`config.mk`:
```
export PLATFORM = sky130hd
export DESIGN_NAME = fmul_share_arbiter
export DESIGN_NICKNAME = d
export VERILOG_FILES = /design/src/rtl/fmul_arb_pkg.sv /design/src/rtl/fmul_rr_pick.sv /design/src/rtl/fmul_share_arbiter.sv
export SDC_FILE = /design/constraint.sdc
export NUM_CORES = 1
export LEC_CHECK = 0
export CAP_MARGIN = 25
export CORE_UTILIZATION = 25
export DETAILED_ROUTE_END_ITERATION = 8
export GPL_TIMING_DRIVEN = 0
export HOLD_SLACK_MARGIN = 0.1
export SLEW_MARGIN = 0
export SYNTH_ARGS = -nofsm -noshare
export SYNTH_HDL_FRONTEND = slang
export SYNTH_SLANG_ARGS = --single-unit
```
`constraint.sdc`:
```
create_clock -name clk -period 3.7 [get_ports clk]
set_input_delay 0.74 -clock clk [delete_from_list [all_inputs] [get_ports clk]]
set_output_delay 0.74 -clock clk [all_outputs]
set_load 0.1 [all_outputs]
```
`src/rtl/fmul_arb_pkg.sv`:
```
// Shared types and helpers for the shared-multiplier arbiter.
// Holds the FP width, the FSM state encoding and an index-width helper.
package fmul_arb_pkg;

    localparam int FP_W = 32;

    typedef enum logic [1:0] {
        ST_IDLE  = 2'd0,
        ST_ISSUE = 2'd1,
        ST_WAIT  = 2'd2,
        ST_RESP  = 2'd3
    } state_t;

    // Bits needed to index v items (at least 1).
    function automatic int clog2(input int v);
        int r;
        r = 0;
        while ((1 << r) < v) r = r + 1;
        if (r == 0) r = 1;
        return r;
    endfunction

endpackage

```
`src/rtl/fmul_rr_pick.sv`:
```
// Combinational round-robin picker: first set req bit at or after ptr.
// Ports: req, ptr in; gnt_onehot, gnt_idx out (zero when no request).
module fmul_rr_pick
    import fmul_arb_pkg::*;
#(
    parameter int N  = 4,
    localparam int IW = clog2(N)
) (
    input  logic [N-1:0]  req,
    input  logic [IW-1:0] ptr,
    output logic [N-1:0]  gnt_onehot,
    output logic [IW-1:0] gnt_idx
);

    logic [2*N-1:0] dbl;
    logic [N-1:0]   rot;
    logic           found;
    int             sum;

    // Rotate so ptr lands on bit 0, pick lowest, rotate the index back.
    assign dbl = {req, req} >> ptr;
    assign rot = dbl[N-1:0];

    always_comb begin
        gnt_onehot = '0;
        gnt_idx    = '0;
        found      = 1'b0;
        sum        = 0;
        for (int k = 0; k < N; k++) begin
            if (!found && rot[k]) begin
                found = 1'b1;
                sum   = k + int'(ptr);
                if (sum >= N) sum = sum - N;
                gnt_idx    = IW'(sum);
                gnt_onehot = N'(1) << sum;
            end
        end
    end

endmodule

```
`src/rtl/fmul_share_arbiter.sv`:
```
// Shares one external FP multiplier among N requesters, one op at a time.
// Ports: req_* handshake in, resp_* result out, mul_* to/from multiplier, busy.
module fmul_share_arbiter
    import fmul_arb_pkg::*;
#(
    parameter int N       = 4,
    parameter int MUL_LAT = 2
) (
    input  logic              clk,
    input  logic              reset,
    input  logic [N-1:0]      req_valid,
    input  logic [N*FP_W-1:0] req_a,
    input  logic [N*FP_W-1:0] req_b,
    output logic [N-1:0]      req_ready,
    output logic [N-1:0]      resp_valid,
    output logic [FP_W-1:0]   resp_data,
    input  logic [N-1:0]      resp_ready,
    output logic [FP_W-1:0]   mul_in1,
    output logic [FP_W-1:0]   mul_in2,
    input  logic [FP_W-1:0]   mul_out,
    output logic              busy
);

    localparam int IW = clog2(N);
    localparam int CW = clog2(MUL_LAT + 1);

    state_t        state;
    logic [IW-1:0] ptr;
    logic [IW-1:0] owner;
    logic [CW-1:0] cnt;

    logic [N-1:0]  gnt_onehot;
    logic [IW-1:0] gnt_idx;
    logic [IW-1:0] ptr_nxt;

    fmul_rr_pick #(.N(N)) u_pick (
        .req        (req_valid),
        .ptr        (ptr),
        .gnt_onehot (gnt_onehot),
        .gnt_idx    (gnt_idx)
    );

    assign ptr_nxt = (gnt_idx == IW'(N - 1)) ? '0 : gnt_idx + IW'(1);

    always_ff @(posedge clk or negedge reset) begin
        if (!reset) begin
            state      <= ST_IDLE;
            ptr        <= '0;
            owner      <= '0;
            cnt        <= '0;
            req_ready  <= '0;
            resp_valid <= '0;
            resp_data  <= '0;
            mul_in1    <= '0;
            mul_in2    <= '0;
            busy       <= 1'b0;
        end else begin
            req_ready <= '0;
            unique case (state)
                ST_IDLE: begin
                    if (|req_valid) begin
                        req_ready <= gnt_onehot;
                        mul_in1   <= req_a[int'(gnt_idx)*FP_W +: FP_W];
                        mul_in2   <= req_b[int'(gnt_idx)*FP_W +: FP_W];
                        owner     <= gnt_idx;
                        ptr       <= ptr_nxt;
                        busy      <= 1'b1;
                        state     <= ST_ISSUE;
                    end
                end
                ST_ISSUE: begin
                    cnt   <= CW'(MUL_LAT - 1);
                    state <= ST_WAIT;
                end
                ST_WAIT: begin
                    if (cnt != '0) begin
                        cnt <= cnt - CW'(1);
                    end else begin
                        resp_data  <= mul_out;
                        resp_valid <= N'(1) << owner;
                        state      <= ST_RESP;
                    end
                end
                ST_RESP: begin
                    // Only the owner's ready bit can retire the result.
                    if (resp_ready[owner]) begin
                        resp_valid <= '0;
                        busy       <= 1'b0;
                        state      <= ST_IDLE;
                    end
                end
            endcase
        end
    end

endmodule

```
# Word level (Yosys, flattened, before mapping)
# Cells that the tools add are included.
[classes] order_cmp=5 shift=8 eq_ne=8 reduce_logical=18 bitwise_logic=1 n_addsub=9 muxes=36
[op_table] cell="32-bit two-way mux" n=8
[op_table] cell="128-bit by 8-bit indexed part select with 32-bit output" n=2
[op_table] cell="1-bit by 32-bit left shift with 4-bit output (first input constant)" n=4
[op_table] cell="32-bit by 4-bit greater-or-equal comparator with 1-bit output (second input constant)" n=3
[op_table] cell="32-bit by 4-bit subtractor with 32-bit output (second input constant)" n=3
[op_table] cell="4-bit two-way mux" n=8
[op_table] cell="2-bit two-way mux" n=9
[op_table] cell="3-bit AND reduction" n=3
[op_table] cell="2-bit inequality test (second input constant)" n=4
[op_table] cell="2-bit case mux with 4 select lines" n=1
[op_table] cell="4-bit case mux with 2 select lines" n=1
[op_table] cell="2-bit nonzero test" n=4
[op_table] cell="8-bit by 2-bit right shift with 4-bit output" n=1
[op_table] cell="2-bit by 2-bit adder with 3-bit output (first input constant)" n=2
[op_table] cell="2-bit equality test (second input constant)" n=3
[op_table] cell="1-bit two-way mux" n=6
[op_table] cell="2-bit AND reduction" n=3
[op_table] cell="2-bit case mux with 2 select lines" n=1
[op_table] cell="4-bit OR reduction" n=1
[op_table] cell="1-bit by 2-bit left shift with 4-bit output (first input constant)" n=1
[op_table] cell="2-bit by 3-bit subtractor with 4-bit output (second input constant)" n=1
[op_table] cell="1-bit by 2-bit adder with 3-bit output (first input constant)" n=1
[op_table] cell="2-bit by 3-bit greater-or-equal comparator with 1-bit output (second input constant)" n=1
[op_table] cell="1-bit logical AND" n=3
[op_table] cell="other kinds (9)" n=11
[totals] input_bits=298 word_cells=95 output_inout_bits=105 regBits=113

# Logic depth before layout (Yosys ltp)
[depth] ltp_word=15 mapped_depth=9 ltp_nobuf=7

# Hierarchy
# A second synthesis with hierarchy kept.
[unflattened] cells_unflattened=556 hier_area_um2=6502.5
[by_module_without_submodules] mod="fmul_share_arbiter" seq_area_each_um2=2827.7 cells_per_inst=494 n_inst=1 area_each_um2=6003.3
[by_module_without_submodules] mod="fmul_rr_pick" seq_area_each_um2=0.0 cells_per_inst=62 n_inst=1 area_each_um2=499.2

# Worst setup path after synthesis
# OpenSTA, ideal clock, no wires.
[synth_path] path_type="input to register" start="in req_valid[0]" end="reg mul_in1[18]" setup_slack_ns=1.159 setup_time_ns=0.069 required_time_ns=3.631 n_path_buf=3 arrival_time_ns=2.472 stages=9 cell_sequence="buf_4 nor2b_1 mux4_2 a22o_1 o21a_1 buf_6 buf_6 a21oi_1 a22o_1"
[synth_via] elab_chain_cells=12 elab_cells_between_ends=17 cone_classes="shift: 2; mux: 7; reduce/logical: 8"
[synth_lines] item="from (decl)" line="fmul_share_arbiter.sv:11" text="input logic [N-1:0] req_valid,"
[synth_lines] item="8-bit by 2-bit right shift with 4-bit output" line="fmul_rr_pick.sv:21" text="assign dbl = {req, req} >> ptr;"
[synth_lines] item="1-bit two-way mux" line="fmul_rr_pick.sv:30" text="if (!found && rot[k]) begin"
[synth_lines] item="1-bit logical NOT" line="fmul_rr_pick.sv:30"
[synth_lines] item="1-bit logical AND" line="fmul_rr_pick.sv:30"
[synth_lines] item="1-bit two-way mux" line="fmul_rr_pick.sv:30"
[synth_lines] item="1-bit logical NOT" line="fmul_rr_pick.sv:30"
[synth_lines] item="1-bit logical AND" line="fmul_rr_pick.sv:30"
[synth_lines] item="1-bit two-way mux" line="fmul_rr_pick.sv:30"
[synth_lines] item="1-bit logical NOT" line="fmul_rr_pick.sv:30"
[synth_lines] item="1-bit logical AND" line="fmul_rr_pick.sv:30"
[synth_lines] item="2-bit two-way mux" line="fmul_rr_pick.sv:30"
[synth_lines] item="128-bit by 8-bit indexed part select with 32-bit output" line="fmul_share_arbiter.sv:63" text="mul_in1 <= req_a[int'(gnt_idx)*FP_W +: FP_W];"
[synth_lines] item="to (signal assigned)" line="fmul_share_arbiter.sv:63"
[synth_lines] item="to (decl)" line="fmul_share_arbiter.sv:18" text="output logic [FP_W-1:0] mul_in1,"
# Parallel ways exist; a longest one is shown, timed or not.
# A chain may end at the register's enable or synchronous reset.

# Final worst setup path
[layout_path] start="in req_valid[3]" end="reg mul_in1[22]"
# Same word-level chain as after synthesis.

==> results.py <==
metrics = {
    "placement": {
        "gp_congestion": 0.8117,
        "port_buffers": 401,
        "dpl-instance-area_mm2": 0.01134,
        "hpwl_um": 21330,
    },
    "global_route": {
        "global_route.overflow_total": 0,
        "antenna_found_initial": 0,
        "global_route_wire_length_before_repair_um": 41160,
        "grt_max_degree": 58,
        "number_of_global_route_vias_before_repair": 6857,
        "grtUsageTotal": 0.1957,
    },
    "worst_setup_path": {
        "data_required_time_at_the_worst_endpoint_ns": 4.05,
        "worst_path_class_setup": "in2reg",
        "setup.worst_path.end_class": "register",
        "timing.critical_path.arrival_ns": 3.60,
        "startpoint_type": "input pin",
        "timing.critical_path.fanout_max": 10,
    },
    "cts": {
        "cts-htree-levels": 4,
        "clockBufferDepth": 2,
        "numClockSinks": 113,
        "worst_setup_hold_path_clk_slew_ns": 0.06,
        "clock_latency_ns": 0.42,
        "cts_post_setup_buffers_inserted": 0,
        "cts_tree": "yes",
        "cts.root.buffer_cell": "clkbuf_16",
        "ctsHoldBuffers": 0,
        "cts_resized": 0,
        "cts_buffers": 17,
    },
    "drt": {
        "initialDrtViolationCount": 283,
        "count_of_antenna_violating_nets_left_after_detailed_routing": 0,
        "post-route-drc-count": 0,
        "vias": 6625,
        "routed_wirelength_um": 27600,
        "wl_per_cell_um": 19.69,
        "routed_via_density": 4.725,
        "drt-pass1-iter-count": 8,
    },
    "sta": {
        "timing.slew.headroom": 0.2695,
        "tightestPinTransition_ns": 1.092,
        "max_freq_mhz": 308.2,
        "grt_setup_unrepaired": "false",
        "finalWorstPathRequiredPeriod_ns": 3.244,
        "fin_skew_ns": 0.01831,
        "timing.final.crit_share": 0.8769,
        "setup_violations": 0,
        "maxSlewViolCount": 0,
        "finalHoldViolations": 0,
        "fin_tns_setup_ns": 0,
    },
    "floorplanning": {
        "die_width_um": 167.4,
        "floorplan.rows": 60,
        "dieHeight_um": 167.4,
        "starting_utilization_of_the_core_area": 0.2546,
        "io_pins": 403,
        "fp.dieArea_mm2": 0.02804,
        "fp.coreArea_mm2": 0.02688,
    },
    "synthesis": {
        "syn_inst": 626,
        "synth_seq_cells": 113,
        "synth_flop_type": "dfrtp_1",
        "synth_edf_count": 0,
        "synthesis.area_per_instance_um2": 10.93,
        "ys_types": 44,
        "synthArstFlopShare": 1.000,
        "cell_area_after_technology_mapping_mm2": 0.006843,
        "post_synth_net_total": 937,
        "yosysSeqAreaShare": 0.4132,
        "yosysWarningCount": 0,
        "yosys-top-cells-area": "dfrtp_1, mux2i_1, a22o_1, a21oi_2, mux2_2",
        "synthDominantCellAreaShare": 0.4132,
        "synth.largest_area_cell": "dfrtp_1",
    },
    "finish": {
        "syn2layout_area_growth_pct": 73.80,
        "postLayoutCellArea_mm2": 0.01189,
        "multi_input_area_mm2": 0.003684,
        "layout.filler_cells": 2612,
        "sequential_cell_area_mm2": 0.002828,
        "layout-drive-gt1-share": 0.1414,
        "nets": 1359,
        "insertedDiodeCount": 0,
    },
    "outcome": {
        "status": "completed",
    },
    "flow_run": {
        "total_of_max_cap_violations": 0,
    },
    "hold_path": {
        "hold_class": "in2async",
    },
}
## stage by stage
step                      hold slack, ns  instances    util  worst slack [ns]
after global placement            0.4585       1368  0.4198            -2.942
after CTS                         0.3091       1402  0.4425            0.3887
after detailed placement          0.4650       1370  0.4219          -0.04637
after floorplan                   0.4444        626       -             1.159
final                             0.2918       1402  0.4425            0.4556
after global routing              0.3313       1402  0.4425            0.2004
## Yosys cell counts (5+ instances only)
library cell	count
nand2_1	85
a22o_1	66
dfrtp_1	113
nand2b_1	5
buf_4	9
nor2b_1	5
buf_2	16
o21ai_0	7
mux2i_1	128
buf_6	6
a21oi_1	25
clkbuf_1	13
buf_1	8
inv_1	8
a21oi_2	44
ha_1	13
mux2_2	32
## flip-flops by register name (all words and copies together), names as in the netlist
register	count
mul_in1	32
mul_in2	32
resp_data	32
req_ready	4
resp_valid	4
cnt	2
owner	2
ptr	2
state	2
busy	1
## final timing paths
| path | start | to | slack [ns] | cells after the start |
|---|---|---|---|---|
| worst max-delay path | req_valid[3] | mul_in1[22] | 0.46 | 8 |
| worst min-delay path | reset | resp_data[27] | 0.29 | 1 |
| worst max register to register | ptr[0] | mul_in1[25] | 0.72 | 9 |
| worst min register to register | resp_valid[3] | resp_valid[3] | 0.48 | 2 |
| max in group asynchronous | reset | mul_in2[19] | 2.71 | 2 |
| min in group clk | resp_valid[3] | resp_valid[3] | 0.48 | 2 |
## cells by family after synthesis
family                   Yosys count  synth area share
AO/OA/AOI/OAI                    166            0.1951
adder cells (fa/ha/maj)           13           0.02377
buffers and inverters             62           0.04846
flip-flops                       113            0.4132
multiplexers                     163            0.2498
AND/OR/NAND/NOR                  109           0.06967
## cell usage in the layout, fill, tap and decap left out, drive strengths merged, types with 4 or more instances in the layout
cell type,count
clkbuf,32
nand2,85
clkdlybuf4s50,400
nand2b,5
o21ai,9
o41ai,4
mux2,32
clkinvlp,5
nor2b,5
a222oi,4
a21oi,69
a22o,66
mux2i,128
ha,13
inv,16
buf,42
dfrtp,113
## routing by layer
layer	global-route usage	vias to the layer above	share of wire
met4	0.04826	0	0.0094
met5	0	-	0
met2	0.3502	280	0.51
met1	0.2323	3184	0.42
li1	-	3148	-
met3	0.04963	13	0.067
## cell type report
type                    instances  area share
plain buffers                  52     0.02472
clock buffers                  19     0.03809
clock inverters                13    0.008417
inverters                      10    0.003156
multi-input cells             451      0.3097
flip-flops and latches        113      0.2378
well taps                     341     0.03588
repair buffers                403      0.3422
## critical path, stage by stage
cell             delay [ns]
clkdlybuf4s50_1        0.55
or2_1                  0.31
nor3_1                 0.47
nand2b_1               0.18
buf_2                  0.26
buf_2                  0.35
clkbuf_1               0.49
a22o_1                 0.24
Power is not shown: default switching activity piles up to over one toggle a cycle in this logic, so the estimate is an artifact.
